[config.mk]
export PLATFORM = sky130hd
export DESIGN_NAME = dmem_arbiter
export DESIGN_NICKNAME = d
export VERILOG_FILES = /design/src/rtl/dmem_arb_pkg.sv /design/src/rtl/dmem_arb_lock_timer.sv /design/src/rtl/dmem_arbiter.sv
export SDC_FILE = /design/constraint.sdc
export NUM_CORES = 1
export LEC_CHECK = 0
export CAP_MARGIN = 5
export CELL_PAD_IN_SITES_DETAIL_PLACEMENT = 1
export CELL_PAD_IN_SITES_GLOBAL_PLACEMENT = 1
export CORE_MARGIN = 8
export CORE_UTILIZATION = 13
export CTS_CLUSTER_SIZE = 10
export DETAILED_ROUTE_END_ITERATION = 8
export GPL_TIMING_DRIVEN = 0
export PLACE_DENSITY = 0.82
export SLEW_MARGIN = 30
export SYNTH_ARGS = -nofsm -noshare
export SYNTH_HDL_FRONTEND = slang
export SYNTH_SLANG_ARGS = --single-unit
export TNS_END_PERCENT = 50
[constraint.sdc]
create_clock -name clk -period 2 [get_ports clk]
set_clock_uncertainty 0.1 [all_clocks]
set_input_delay 0.4 -clock clk [delete_from_list [all_inputs] [get_ports clk]]
set_output_delay 0.4 -clock clk [all_outputs]
set_load 0.02 [all_outputs]
[src/rtl/dmem_arb_pkg.sv]
// Shared definitions for the two-port data-memory arbiter: FSM encoding,
// port identifiers and lock-timer sizing.
package dmem_arb_pkg;

    typedef enum logic {
        ARB_OPEN   = 1'b0,
        ARB_LOCKED = 1'b1
    } arb_state_e;

    localparam logic PORT_CORE = 1'b0;
    localparam logic PORT_LOAD = 1'b1;

    localparam int MAX_LOCK_DEF = 16;
    // MAX_LOCK is limited to 1..255, so eight bits always hold the count.
    localparam int LOCK_CNT_W   = 8;

endpackage

[src/rtl/dmem_arb_lock_timer.sv]
// Counts consecutive locked cycles for port 1 and flags the cycle in which
// the lock has to be taken away.
module dmem_arb_lock_timer
    import dmem_arb_pkg::*;
#(
    parameter int MAX_LOCK = MAX_LOCK_DEF
) (
    input  logic clk,
    input  logic rst,
    input  logic load_i,
    input  logic inc_i,
    input  logic clr_i,
    output logic force_rel_o
);

    logic [LOCK_CNT_W-1:0] cnt_q, cnt_d;

    always_comb begin
        cnt_d = cnt_q;
        if (clr_i) begin
            cnt_d = '0;
        end else if (load_i) begin
            cnt_d = LOCK_CNT_W'(1);
        end else if (inc_i && (cnt_q != '1)) begin
            cnt_d = cnt_q + LOCK_CNT_W'(1);
        end
    end

    always_ff @(posedge clk or negedge rst) begin
        if (!rst) begin
            cnt_q <= '0;
        end else begin
            cnt_q <= cnt_d;
        end
    end

    assign force_rel_o = (cnt_q == LOCK_CNT_W'(MAX_LOCK));

endmodule

[src/rtl/dmem_arbiter.sv]
// Two-port arbiter in front of the synchronous-read data memory: core (port 0)
// and loader/debug (port 1). Optional perf counters under DMEM_ARB_PERF_EN.
module dmem_arbiter
    import dmem_arb_pkg::*;
#(
    parameter int ADDR_W   = 32,
    parameter int DATA_W   = 32,
    parameter int MAX_LOCK = MAX_LOCK_DEF
) (
    input  logic              clk,
    input  logic              rst,
    input  logic              req0,
    input  logic              we0,
    input  logic [ADDR_W-1:0] addr0,
    input  logic [DATA_W-1:0] wdata0,
    output logic              gnt0,
    output logic              rvalid0,
    output logic [DATA_W-1:0] rdata0,
    input  logic              req1,
    input  logic              we1,
    input  logic [ADDR_W-1:0] addr1,
    input  logic [DATA_W-1:0] wdata1,
    output logic              gnt1,
    output logic              rvalid1,
    output logic [DATA_W-1:0] rdata1,
    input  logic              lock1,
    output logic              mem_en,
    output logic              mem_we,
    output logic [ADDR_W-1:0] mem_addr,
    output logic [DATA_W-1:0] mem_wdata,
    input  logic [DATA_W-1:0] mem_rdata,
    output logic              lock_active
`ifdef DMEM_ARB_PERF_EN
    ,
    output logic [31:0]       perf_gnt0,
    output logic [31:0]       perf_gnt1,
    output logic [31:0]       perf_conflict
`endif
);

    arb_state_e state_q, state_d;
    logic       last_gnt_q, last_gnt_d;
    logic       prio_q, prio_d;
    logic       rd_vld_q, rd_vld_d;
    logic       rd_own_q, rd_own_d;
    logic       g0, g1;
    logic       tmr_load, tmr_inc, tmr_clr, force_rel;
    logic       locked;

    assign locked = (state_q == ARB_LOCKED);

    // Grants are suppressed while reset is held so every output sits at its
    // reset value even though requests are combinational inputs.
    always_comb begin
        g0 = 1'b0;
        g1 = 1'b0;
        if (rst) begin
            if (locked) begin
                g1 = req1;
            end else if (prio_q && req0) begin
                g0 = 1'b1;
            end else if (req0 && req1) begin
                if (last_gnt_q == PORT_CORE) g1 = 1'b1;
                else                         g0 = 1'b1;
            end else begin
                g0 = req0;
                g1 = req1;
            end
        end
    end

    assign gnt0 = g0;
    assign gnt1 = g1;

    always_comb begin
        mem_en    = g0 | g1;
        mem_we    = 1'b0;
        mem_addr  = '0;
        mem_wdata = '0;
        if (g0) begin
            mem_we    = we0;
            mem_addr  = addr0;
            mem_wdata = wdata0;
        end else if (g1) begin
            mem_we    = we1;
            mem_addr  = addr1;
            mem_wdata = wdata1;
        end
    end

    always_comb begin
        state_d  = state_q;
        prio_d   = 1'b0;
        tmr_load = 1'b0;
        tmr_inc  = 1'b0;
        tmr_clr  = 1'b0;
        if (state_q == ARB_OPEN) begin
            // No relock during the cycle that follows a forced release.
            if (g1 && lock1 && !prio_q) begin
                state_d  = ARB_LOCKED;
                tmr_load = 1'b1;
            end
        end else begin
            if (!lock1) begin
                state_d = ARB_OPEN;
                tmr_clr = 1'b1;
            end else if (force_rel) begin
                state_d = ARB_OPEN;
                tmr_clr = 1'b1;
                prio_d  = 1'b1;
            end else begin
                tmr_inc = 1'b1;
            end
        end
    end

    always_comb begin
        last_gnt_d = last_gnt_q;
        if (g0)      last_gnt_d = PORT_CORE;
        else if (g1) last_gnt_d = PORT_LOAD;
        rd_vld_d = mem_en & ~mem_we;
        rd_own_d = g1 ? PORT_LOAD : PORT_CORE;
    end

    always_ff @(posedge clk or negedge rst) begin
        if (!rst) begin
            state_q    <= ARB_OPEN;
            last_gnt_q <= PORT_LOAD;
            prio_q     <= 1'b0;
            rd_vld_q   <= 1'b0;
            rd_own_q   <= PORT_CORE;
        end else begin
            state_q    <= state_d;
            last_gnt_q <= last_gnt_d;
            prio_q     <= prio_d;
            rd_vld_q   <= rd_vld_d;
            rd_own_q   <= rd_own_d;
        end
    end

    dmem_arb_lock_timer #(
        .MAX_LOCK (MAX_LOCK)
    ) u_lock_timer (
        .clk         (clk),
        .rst         (rst),
        .load_i      (tmr_load),
        .inc_i       (tmr_inc),
        .clr_i       (tmr_clr),
        .force_rel_o (force_rel)
    );

    assign rvalid0     = rd_vld_q & (rd_own_q == PORT_CORE);
    assign rvalid1     = rd_vld_q & (rd_own_q == PORT_LOAD);
    assign rdata0      = rvalid0 ? mem_rdata : '0;
    assign rdata1      = rvalid1 ? mem_rdata : '0;
    assign lock_active = locked;

`ifdef DMEM_ARB_PERF_EN
    logic [31:0] pg0_q, pg1_q, pcf_q;

    always_ff @(posedge clk or negedge rst) begin
        if (!rst) begin
            pg0_q <= '0;
            pg1_q <= '0;
            pcf_q <= '0;
        end else begin
            if (g0 && (pg0_q != '1)) pg0_q <= pg0_q + 32'd1;
            if (g1 && (pg1_q != '1)) pg1_q <= pg1_q + 32'd1;
            // With both requesting, one side is always denied (arbitration or lock).
            if (req0 && req1 && (pcf_q != '1)) pcf_q <= pcf_q + 32'd1;
        end
    end

    assign perf_gnt0     = pg0_q;
    assign perf_gnt1     = pg1_q;
    assign perf_conflict = pcf_q;
`endif

endmodule

Word-level counts from Yosys, hierarchy flattened
Cells that the tools add are included.
{ "totals": {"ff_bits": 13, "latchBits": 0, "ram_bits": 0, "mem_bits_ro": 0, "in_bits": 167, "mem_count": 0} }
{ "op_classes": {"n_addsub": 1, "mul": 0, "div_mod_pow": 0, "n_lt_le_gt_ge": 0, "eq_ne": 2, "shifts": 0, "muxes": 35, "bitwise": 6, "n_reduce_logical": 8} }
{ "op_table": {"columns": ["op", "n"], "rows": [
  ["$mux W32", 6],
  ["$mux W1", 26],
  ["$mux W8", 3],
  ["$add A8 B1 Y8 const B", 1],
  ["$eq A8 B5 Y1 const B", 1],
  ["$ne A8 B8 Y1 const B", 1],
  ["$logic_and A1 B1 Y1", 5],
  ["$and A1 B1 Y1", 3],
  ["$reduce_bool A3 Y1", 1],
  ["$not A1 Y1", 2],
  ["$reduce_bool A2 Y1", 1],
  ["$logic_not A1 Y1", 1],
  ["$or A1 B1 Y1", 1]
]} }

Logic depth before layout (Yosys ltp)
Gate-level depths: netlist (run 1).
{ "logic_depth": {"ltp_word": 11, "depth_mapped": 6, "ltp_nobuf": 6} }

Hierarchy
From an unflattened synthesis (run 1), not the netlist that was laid out.
{ "hier_totals": {"hier_cells": 234, "area_unflattened_um2": 1890.6} }
{ "by_module_without_submodules": {"columns": ["module", "instances", "cells_per_inst", "area_per_inst_um2", "seq_area_each_um2"], "rows": [
  ["dmem_arbiter", 1, 178, 1358.8, 126.4],
  ["dmem_arb_lock_timer", 1, 56, 531.8, 200.2]
]} }

Worst setup path after synthesis (run 1)
Ideal clock, no wire load.
{ "synth_path": {"path_type": "register -> output", "start": "register state_q, in the netlist lock_active", "end": "output port mem_addr[24]", "arrival_ns": 1.640, "path_slack_ns": -0.140, "path_stages_with_launch": 6, "cell_sequence": "dfrtp_1 -> buf_6 -> o311a_1 -> buf_6 -> clkbuf_1 -> a22o_1"} }
{ "synth_via": {"elab_chain_cells": 4, "elab_cells_between_ends": 6, "classes_between": "mux: 6"} }
{ "synth_rtl": {"columns": ["item", "line", "rtl"], "rows": [
  ["start: declaration", "dmem_arbiter.sv:41", "arb_state_e state_q, state_d;"],
  ["start signal: assignment", "dmem_arbiter.sv:133", "state_q <= state_d;"],
  ["$mux W1", "dmem_arbiter.sv:58", "if (locked) begin"],
  ["$mux W1", "dmem_arbiter.sv:57", "if (rst) begin"],
  ["named net gnt1", "dmem_arbiter.sv:23", "output logic gnt1,"],
  ["$mux W32", "dmem_arbiter.sv:84", "end else if (g1) begin"],
  ["$mux W32", "dmem_arbiter.sv:80", "if (g0) begin"],
  ["end: declaration", "dmem_arbiter.sv:29", "output logic [ADDR_W-1:0] mem_addr,"]
]} }
The timed path passes the listed nets, and every way through them passes these cells.

Final worst setup path (run 1)
{ "layout_path": {"start": "register last_gnt_q", "end": "output port mem_addr[11]"} }
{ "layout_via": {"elab_chain_cells": 7, "elab_cells_between_ends": 12, "classes_between": "mux: 12"} }
{ "layout_rtl": {"columns": ["item", "line", "rtl"], "rows": [
  ["start: declaration", "dmem_arbiter.sv:42", "logic last_gnt_q, last_gnt_d;"],
  ["start signal: assignment", "dmem_arbiter.sv:134", "last_gnt_q <= last_gnt_d;"],
  ["$mux W1", "dmem_arbiter.sv:63", "if (last_gnt_q == PORT_CORE) g1 = 1'b1;"],
  ["$mux W1", "dmem_arbiter.sv:62", "end else if (req0 && req1) begin"],
  ["$mux W1", "dmem_arbiter.sv:60", "end else if (prio_q && req0) begin"],
  ["$mux W1", "dmem_arbiter.sv:58", null],
  ["$mux W1", "dmem_arbiter.sv:57", null],
  ["$mux W32", "dmem_arbiter.sv:84", null],
  ["$mux W32 (*)", "dmem_arbiter.sv:80", null]
]} }
Every way passes the cells marked *; elsewhere a longest branch is shown, timed or not.

==> results of run 1 <==
[metal layers]
| layer | global-route usage | vias to the layer above | wire length, microns |
|---|---|---|---|
| met4 | 0.03146 | 2 | 230 |
| met5 | 0 | - | 13 |
| li1 | - | 1529 | - |
| met1 | 0.1419 | 1579 | 5226 |
| met2 | 0.3087 | 208 | 8705 |
| met3 | 0.07418 | 18 | 1831 |
[registers in the layout, indices dropped and copies added, names as in the netlist]
signal / flops
u_lock_timer.cnt_q: 8
last_gnt_q: 1
lock_active: 1
prio_q: 1
rd_own_q: 1
rd_vld_q: 1
[final timing paths]
| check | from | slack (ns) | end |
|---|---|---|---|
| min | rst | 0.04 | last_gnt_q |
| max reg2reg | last_gnt_q | 0.01 | u_lock_timer.cnt_q[7] |
| min in group clk | last_gnt_q | 0.43 | last_gnt_q |
| max in group asynchronous | rst | 0.74 | rd_vld_q |
| min reg2reg | last_gnt_q | 0.43 | last_gnt_q |
| max | last_gnt_q | -0.41 | mem_addr[11] |
[area by class of cell]
cell class / instances / area share
inverter: 5 / 0.003224
sequential: 13 / 0.05674
timing repair buffer: 328 / 0.5390
multi-input combinational: 179 / 0.2921
buffer: 25 / 0.05631
clock buffer: 4 / 0.01354
tap: 180 / 0.03868
antenna: 1 / 0.0004298
[per-stage QoR]
| step | area, sq um | std cells | util |
|---|---|---|---|
| global placement | 5413 | 703 | 0.3899 |
| global route | 5822 | 735 | 0.4194 |
| CTS | 5640 | 723 | 0.4063 |
| detailed placement | 5413 | 703 | 0.3899 |
| floorplan | 2175 | 222 | - |
| finish | 5822 | 735 | 0.4194 |
[worst reg2reg max path, delay by kind of cell (launching register included)]
family / cells / cell delay (ns)
simple gates: 1 / 0.05
buf+inv: 3 / 0.41
compound gates: 3 / 0.78
flops: 1 / 0.55
[cell families (layout without fill, tap and decap cells)]
logic type	after synthesis	in the layout	share of synthesized area
adders and majority gates	2	2	0.01356
buffers and inverters	30	362	0.08610
and+or+nand+nor	91	91	0.3112
other	0	1	0
AOI/OAI and AO/OA	86	86	0.4122
DFF	13	13	0.1770
[cells in the final DEF, fill, tap and decap left out, types with 3 or more instances in the layout]
cell type / instances
sky130_fd_sc_hd__a21oi_1: 6
sky130_fd_sc_hd__a22o_1: 29
sky130_fd_sc_hd__a22o_4: 37
sky130_fd_sc_hd__a311oi_2: 4
sky130_fd_sc_hd__and2_1: 34
sky130_fd_sc_hd__and3_1: 33
sky130_fd_sc_hd__buf_12: 8
sky130_fd_sc_hd__buf_2: 30
sky130_fd_sc_hd__buf_4: 35
sky130_fd_sc_hd__buf_6: 43
sky130_fd_sc_hd__clkbuf_16: 6
sky130_fd_sc_hd__clkbuf_2: 18
sky130_fd_sc_hd__clkbuf_4: 5
sky130_fd_sc_hd__clkbuf_8: 5
sky130_fd_sc_hd__clkdlybuf4s50_1: 165
sky130_fd_sc_hd__dfrtp_1: 9
sky130_fd_sc_hd__dfrtp_2: 3
sky130_fd_sc_hd__dlygate4sd2_1: 10
sky130_fd_sc_hd__dlymetal6s2s_1: 26
sky130_fd_sc_hd__inv_1: 5
sky130_fd_sc_hd__nor2_1: 6
[repair_timing]
item | in CTS | in global routing
setup endpoints to repair | 145 | 125
cloned | 2 | 3
resized for setup | 476 | 96
endpoints found under the hold margin | 12 | 0
buffers inserted | 13 | 9
hold buffers | 1 | 0
pin swaps | 3 | 4
[power by group through the flow]
| stage | logic, uW | clock network (uW) | registers [uW] |
|---|---|---|---|
| global placement | 1550 | 0 | 337 |
| detailed placement | 1580 | 0 | 340 |
| finish | 1700 | 384 | 340 |
| floorplan | 720 | 0 | 330 |
| global route | 1810 | 407 | 348 |
| CTS | 1660 | 388 | 341 |
==> impl_metrics.prom, run 1 <==
# TYPE chip_impl_metric gauge
chip_impl_info{name="outcome",value="complete, but fails checks"} 1
chip_impl_info{name="failed_checks",value="negative setup slack"} 1
chip_impl_metric{name="multiInputGateArea",unit="sq um"} 1700
chip_impl_info{name="cts_tree",value="built"} 1
chip_impl_metric{name="syn-num-nets",unit=""} 391
chip_impl_metric{name="yosysWarnings",unit=""} 0
chip_impl_metric{name="internal_power_consumption",unit="uW"} 1513
chip_impl_metric{name="core.rowCount",unit=""} 43
chip_impl_metric{name="syn-instance-count",unit=""} 222
chip_impl_metric{name="initial_core_util",unit=""} 0.1330
chip_impl_metric{name="yosysUniqueCellTypes",unit=""} 36
chip_impl_metric{name="place_ws",unit="ns"} -1.638
chip_impl_metric{name="cp_data_arrival_time",unit="ns"} 1.91
chip_impl_metric{name="final-max-slew-violation-count",unit=""} 0
chip_impl_metric{name="design.final.nets",unit=""} 724
chip_impl_metric{name="synth_seq_cells",unit=""} 13
chip_impl_metric{name="synth_edf_count",unit=""} 0
chip_impl_metric{name="power.switching_fraction",unit=""} 0.3747
chip_impl_metric{name="drt_first_iter_violations",unit=""} 151
chip_impl_metric{name="grt_use_total",unit=""} 0.1569
chip_impl_metric{name="vias_per_cell",unit=""} 4.539
chip_impl_info{name="cts-root-buf",value="sky130_fd_sc_hd__clkbuf_16"} 1
chip_impl_info{name="dominantRegCellSynth",value="sky130_fd_sc_hd__dfrtp_1"} 1
chip_impl_info{name="synth_area_leader_cell",value="sky130_fd_sc_hd__a22o_1"} 1
chip_impl_metric{name="global_route_wire_length_before_repair",unit="microns"} 22680
chip_impl_metric{name="core_area",unit="sq um"} 13880
chip_impl_metric{name="reg2reg_depth",unit=""} 7
chip_impl_metric{name="slew_headroom",unit=""} 0.6241
chip_impl_info{name="cpLargestDelayFamily",value="flip-flops"} 1
chip_impl_metric{name="dpl.hpwl",unit="microns"} 13530
chip_impl_metric{name="power-per-cell-area",unit="nW/um^2"} 415.6
chip_impl_metric{name="cp_depth",unit=""} 7
chip_impl_metric{name="max_freq",unit="MHz"} 414.4
chip_impl_metric{name="setup_viol_count_final",unit=""} 68
chip_impl_metric{name="antenna_violations_before_repair",unit=""} 2
chip_impl_metric{name="leakagePower",unit="uW"} 0.003229
chip_impl_metric{name="post_synth_instance_area",unit="sq um"} 1846
chip_impl_info{name="timing.critical_path.slowest_stage_cell",value="sky130_fd_sc_hd__dfstp_2"} 1
chip_impl_metric{name="cts.sink_count",unit=""} 13
chip_impl_metric{name="final_min_period_over_clock_period",unit=""} 1.207
chip_impl_metric{name="sequentialPowerShare",unit=""} 0.141
chip_impl_info{name="post_synth_main_area_contributors",value="sky130_fd_sc_hd__a22o_1 (31%), sky130_fd_sc_hd__dfrtp_1 (16%), sky130_fd_sc_hd__and2_1 (12%)"} 1
chip_impl_metric{name="area_growth_syn_to_layout",unit="%"} 215.5
chip_impl_metric{name="io_buffer_count",unit=""} 301
chip_impl_metric{name="length_of_the_first_detailed_routing_pass_in_iterations",unit=""} 5
chip_impl_info{name="critPathCaptureType",value="primary output"} 1
chip_impl_metric{name="yosysSeqAreaShare",unit=""} 0.1769
chip_impl_info{name="timing.critical_path.from_type",value="flop"} 1
chip_impl_metric{name="post_synth.cell_area_avg",unit="sq um"} 8.313
chip_impl_metric{name="route.final.wire_length",unit="microns"} 16010
chip_impl_metric{name="fin_setup_tns",unit="ns"} -23.66
chip_impl_metric{name="clk_pin_slew_worst_setup_hold_paths",unit="ns"} 0.05
chip_impl_info{name="synth_most_common_cell",value="sky130_fd_sc_hd__a22o_1"} 1
chip_impl_metric{name="synthDominantCellAreaShare",unit=""} 0.3085
chip_impl_metric{name="worst-endpoint-required",unit="ns"} 1.50
chip_impl_metric{name="dieWidth",unit="microns"} 135.2
chip_impl_metric{name="largest_net_degree_at_the_start_of_global_routing",unit=""} 13
chip_impl_metric{name="ant_nets",unit=""} 0
chip_impl_metric{name="gpl_congestion",unit=""} 0.7995
chip_impl_metric{name="final.hold.worst_slack",unit="ns"} 0.04290
chip_impl_metric{name="die_area",unit="sq um"} 18270
chip_impl_metric{name="final_layout_size_suffix_gt1_frac",unit=""} 0.3718
chip_impl_metric{name="share_clk_of_total_power",unit=""} 0.159
chip_impl_metric{name="htree_levels",unit=""} 1
chip_impl_info{name="synth_top_cells_by_count",value="sky130_fd_sc_hd__a22o_1 (65), sky130_fd_sc_hd__and2_1 (34), sky130_fd_sc_hd__and3_1 (33)"} 1
chip_impl_metric{name="drcViolationCount",unit=""} 0
chip_impl_metric{name="cap_violations",unit=""} 0
chip_impl_metric{name="clock_tree_buffer_depth",unit=""} 2
chip_impl_info{name="unrepaired_setup_endpoints_after_global_routing",value="true"} 1
chip_impl_metric{name="largest_voltage_drop_on_the_vdd_net",unit="V"} 0.0002014
chip_impl_metric{name="total_switching_power",unit="uW"} 906.5
chip_impl_info{name="worst-setup-path-type",value="reg -> out"} 1
chip_impl_metric{name="ff_latch_area",unit="sq um"} 330.3
chip_impl_metric{name="worstMarginPinSlew",unit="ns"} 0.5620
chip_impl_metric{name="top_level_ports",unit=""} 302
chip_impl_metric{name="grt_pass1_vias",unit=""} 3840
chip_impl_metric{name="pwr-share-comb",unit=""} 0.701
chip_impl_metric{name="filler_cell_count",unit=""} 1565
chip_impl_metric{name="cts_made_buffers",unit=""} 3
chip_impl_metric{name="critical_path.max_fanout",unit=""} 10
chip_impl_metric{name="totalPowerFinal",unit="uW"} 2420
chip_impl_metric{name="setup_slack",unit="ns"} -0.4134
chip_impl_metric{name="detailroute.via_count",unit=""} 3336
chip_impl_metric{name="floorplan.die.height",unit="microns"} 135.2
chip_impl_metric{name="final_hold_viol_count",unit=""} 0
chip_impl_metric{name="avgRoutedWirePerCell",unit="microns"} 21.78
chip_impl_metric{name="total_global_routing_overflow",unit=""} 0
chip_impl_info{name="holdCritPathClass",value="in -> async"} 1
chip_impl_info{name="crit_chain",value="nor2_4, o311a_1, buf_6, buf_12, buf_12, a22o_4, buf_6"} 1
chip_impl_metric{name="clock_insertion_delay_worst_skew",unit="ns"} 0.25
chip_impl_metric{name="timing.critical_path.slowest_cell_delay",unit="ns"} 0.55
chip_impl_metric{name="worstPathBufferInverterCount",unit=""} 4
chip_impl_metric{name="min_period",unit="ns"} 2.413
chip_impl_metric{name="synthArstFlopShare",unit=""} 1.000
Power figures use the tool's default switching activity.
==> run 2, diff against run 1 <==
ABC_CLOCK_PERIOD_IN_PS = 2000   (was unset)
==> results of run 2 <==
No change in the layout: final DEF, timing and power equal those of run 1.
==> run 3, diff against run 2 <==
CORE_ASPECT_RATIO = 0.8   (was unset)
PLACE_DENSITY = 0.81   (was 0.82)
==> run 3 against run 2 <==
Effect of this change:
- the run still ends with negative setup slack left
- global-route usage shrank 1.3 points
- die area grew 0.13%
- critical path depth is the same
- combinational power shrank 5%
- sequential power is essentially flat
- critical endpoint is now mem_addr[20]
- largest cell class unchanged
==> impl_metrics.prom, run 3 (synthesis gave the netlist of run 1 again) <==
# TYPE chip_impl_metric gauge
chip_impl_info{name="cts_tree",value="built"} 1
chip_impl_metric{name="largest_net_degree_at_the_start_of_global_routing",unit=""} 13
chip_impl_metric{name="initial_core_util",unit=""} 0.1313
chip_impl_info{name="timing.critical_path.from_type",value="flop"} 1
chip_impl_metric{name="final_hold_viol_count",unit=""} 0
chip_impl_metric{name="worstMarginPinSlew",unit="ns"} 0.5742
chip_impl_metric{name="antenna_cells",unit=""} 0
chip_impl_metric{name="max_freq",unit="MHz"} 405.1
chip_impl_metric{name="cts_made_buffers",unit=""} 3
chip_impl_metric{name="worstPathBufferInverterCount",unit=""} 4
chip_impl_info{name="cpLargestDelayFamily",value="flip-flops"} 1
chip_impl_metric{name="slew_headroom",unit=""} 0.6160
chip_impl_metric{name="critical_path.max_fanout",unit=""} 7
chip_impl_metric{name="place_ws",unit="ns"} -1.728
chip_impl_metric{name="global_route_wire_length_before_repair",unit="microns"} 21040
chip_impl_metric{name="total_global_routing_overflow",unit=""} 0
chip_impl_metric{name="setup_slack",unit="ns"} -0.4687
chip_impl_metric{name="avgRoutedWirePerCell",unit="microns"} 20.08
chip_impl_metric{name="internal_power_consumption",unit="uW"} 1455
chip_impl_metric{name="area_growth_syn_to_layout",unit="%"} 203.4
chip_impl_info{name="outcome",value="complete, but fails checks"} 1
chip_impl_metric{name="htree_levels",unit=""} 1
chip_impl_metric{name="worst-endpoint-required",unit="ns"} 1.50
chip_impl_metric{name="floorplan.die.height",unit="microns"} 122.6
chip_impl_metric{name="route.final.wire_length",unit="microns"} 14660
chip_impl_metric{name="gpl_congestion",unit=""} 0.8365
chip_impl_metric{name="cts.sink_count",unit=""} 13
chip_impl_metric{name="grt_use_total",unit=""} 0.1443
chip_impl_metric{name="leakagePower",unit="uW"} 0.002823
chip_impl_metric{name="final_min_period_over_clock_period",unit=""} 1.234
chip_impl_info{name="critPathCaptureType",value="primary output"} 1
chip_impl_metric{name="share_clk_of_total_power",unit=""} 0.163
chip_impl_info{name="failed_checks",value="negative setup slack"} 1
chip_impl_metric{name="min_period",unit="ns"} 2.469
chip_impl_info{name="holdCritPathClass",value="in -> async"} 1
chip_impl_metric{name="design.final.nets",unit=""} 716
chip_impl_metric{name="cp_data_arrival_time",unit="ns"} 1.97
chip_impl_info{name="cts-root-buf",value="sky130_fd_sc_hd__clkbuf_16"} 1
chip_impl_info{name="most-common-layout-cells",value="sky130_fd_sc_hd__clkdlybuf4s50_1 (164), sky130_fd_sc_hd__buf_2 (53), sky130_fd_sc_hd__buf_6 (44)"} 1
chip_impl_metric{name="drcViolationCount",unit=""} 0
chip_impl_info{name="layout_commonest_cell",value="sky130_fd_sc_hd__clkdlybuf4s50_1"} 1
chip_impl_metric{name="length_of_the_first_detailed_routing_pass_in_iterations",unit=""} 4
chip_impl_metric{name="core_area",unit="sq um"} 14050
chip_impl_metric{name="totalPowerFinal",unit="uW"} 2343
chip_impl_info{name="worst-setup-path-type",value="reg -> out"} 1
chip_impl_metric{name="power.switching_fraction",unit=""} 0.3790
chip_impl_metric{name="drt_first_iter_violations",unit=""} 115
chip_impl_metric{name="cap_violations",unit=""} 0
chip_impl_info{name="crit_chain",value="nor2_4, o311a_4, buf_6, buf_12, buf_12, a22o_4, buf_6"} 1
chip_impl_metric{name="setup_viol_count_final",unit=""} 67
chip_impl_metric{name="total_switching_power",unit="uW"} 888.0
chip_impl_metric{name="top_level_ports",unit=""} 302
chip_impl_metric{name="pwr-share-comb",unit=""} 0.691
chip_impl_metric{name="clock_tree_buffer_depth",unit=""} 2
chip_impl_info{name="top_register",value="u_lock_timer.cnt_q"} 1
chip_impl_metric{name="timing.critical_path.slowest_cell_delay",unit="ns"} 0.56
chip_impl_info{name="unrepaired_setup_endpoints_after_global_routing",value="true"} 1
chip_impl_metric{name="final_layout_size_suffix_gt1_frac",unit=""} 0.3700
chip_impl_metric{name="largest_register_ffs",unit=""} 8
chip_impl_metric{name="clock_insertion_delay_worst_skew",unit="ns"} 0.24
chip_impl_info{name="timing.critical_path.slowest_stage_cell",value="sky130_fd_sc_hd__dfstp_2"} 1
chip_impl_metric{name="power-per-cell-area",unit="nW/um^2"} 418.5
chip_impl_metric{name="vias_per_cell",unit=""} 4.418
chip_impl_metric{name="ant_nets",unit=""} 0
chip_impl_metric{name="core.rowCount",unit=""} 39
chip_impl_metric{name="final-max-slew-violation-count",unit=""} 0
chip_impl_metric{name="antenna_violations_before_repair",unit=""} 0
chip_impl_metric{name="clk_pin_slew_worst_setup_hold_paths",unit="ns"} 0.04
chip_impl_metric{name="grt_pass1_vias",unit=""} 3627
chip_impl_metric{name="largest_voltage_drop_on_the_vdd_net",unit="V"} 0.0003502
chip_impl_metric{name="die_area",unit="sq um"} 18290
chip_impl_metric{name="dpl.hpwl",unit="microns"} 12380
chip_impl_metric{name="sequentialPowerShare",unit=""} 0.146
chip_impl_metric{name="detailroute.via_count",unit=""} 3225
chip_impl_metric{name="dieWidth",unit="microns"} 149.2
chip_impl_metric{name="io_buffer_count",unit=""} 301
## run 3: cell types whose count changed in the layout (fill, tap and decap cells not counted), sizes merged
cell and delta:
buf +10, clkbuf -17, clkdlybuf4s15 +3, clkdlybuf4s50 -1
diode -1, dlygate4sd2 +23, dlymetal6s2s -26
## run 3: power by group through the flow
stage | Combinational (uW) | Clock, uW | Sequential, uW
floorplan | 720 | 0 | 330
global placement | 1540 | 0 | 339
detailed placement | 1570 | 0 | 341
CTS | 1630 | 390 | 342
global route | 1720 | 400 | 348
finish | 1620 | 382 | 342
## run 3: final cells by class
class	count	area (sq um)
fillers	1613	8454
clock buffers	4	78.83
repair buffers	321	2968
inverters	5	18.77
well taps	184	230.2
multi-input cells	179	1700
plain buffers	24	272.8
flip-flops and latches	13	330.3
## run 3: metrics by stage
stage	hold slack [ns]	instance area (sq um)	std cells	utilization	TNS, ns
floorplan	0.004409	2175	222	-	-1.473
global route	0.005851	5599	730	0.3984	-29.74
CTS	0.002575	5619	726	0.3998	-25.69
detailed placement	0.4011	5418	707	0.3855	-134.14
finish	0.008448	5599	730	0.3984	-26.76
global placement	0.3939	5418	707	0.3855	-124.80
## run 3: layer usage
| metal | vias up | GRT usage | wire length (microns) |
|---|---|---|---|
| met5 | - | 0 | 0 |
| met4 | 0 | 0.02140 | 116 |
| met3 | 12 | 0.04532 | 1194 |
| met2 | 155 | 0.2847 | 8121 |
| met1 | 1548 | 0.1488 | 5227 |
| li1 | 1510 | - | - |
## run 3: worst paths after layout
check / depth (start not counted) / slack [ns] / from / end
worst max register to register: 6 / 0.10 / last_gnt_q / u_lock_timer.cnt_q[4]
worst max-delay path: 7 / -0.47 / last_gnt_q / mem_addr[20]
max in group asynchronous: 2 / 0.77 / rst / rd_vld_q
worst min-delay path: 1 / 0.008 / rst / last_gnt_q
worst min register to register: 2 / 0.46 / last_gnt_q / last_gnt_q
min in group clk: 2 / 0.46 / last_gnt_q / last_gnt_q
## run 3: what timing repair did
item / in CTS / in global routing
gates cloned: 5 / 0
buffers inserted: 10 / 4
setup endpoints to repair: 145 / 85
gates resized for setup: 547 / 31
endpoints found under the hold margin: 12 / 0
hold buffers: 1 / 0
pin swaps: 3 / 2
## run 3: worst register-to-register path, delay by kind of cell, from the launching register on
family,cells,cell delay [ns]
AOI/OAI and AO/OA,3,0.84
DFF,1,0.56
buffers and inverters,2,0.27
and+or+nand+nor,1,0.05
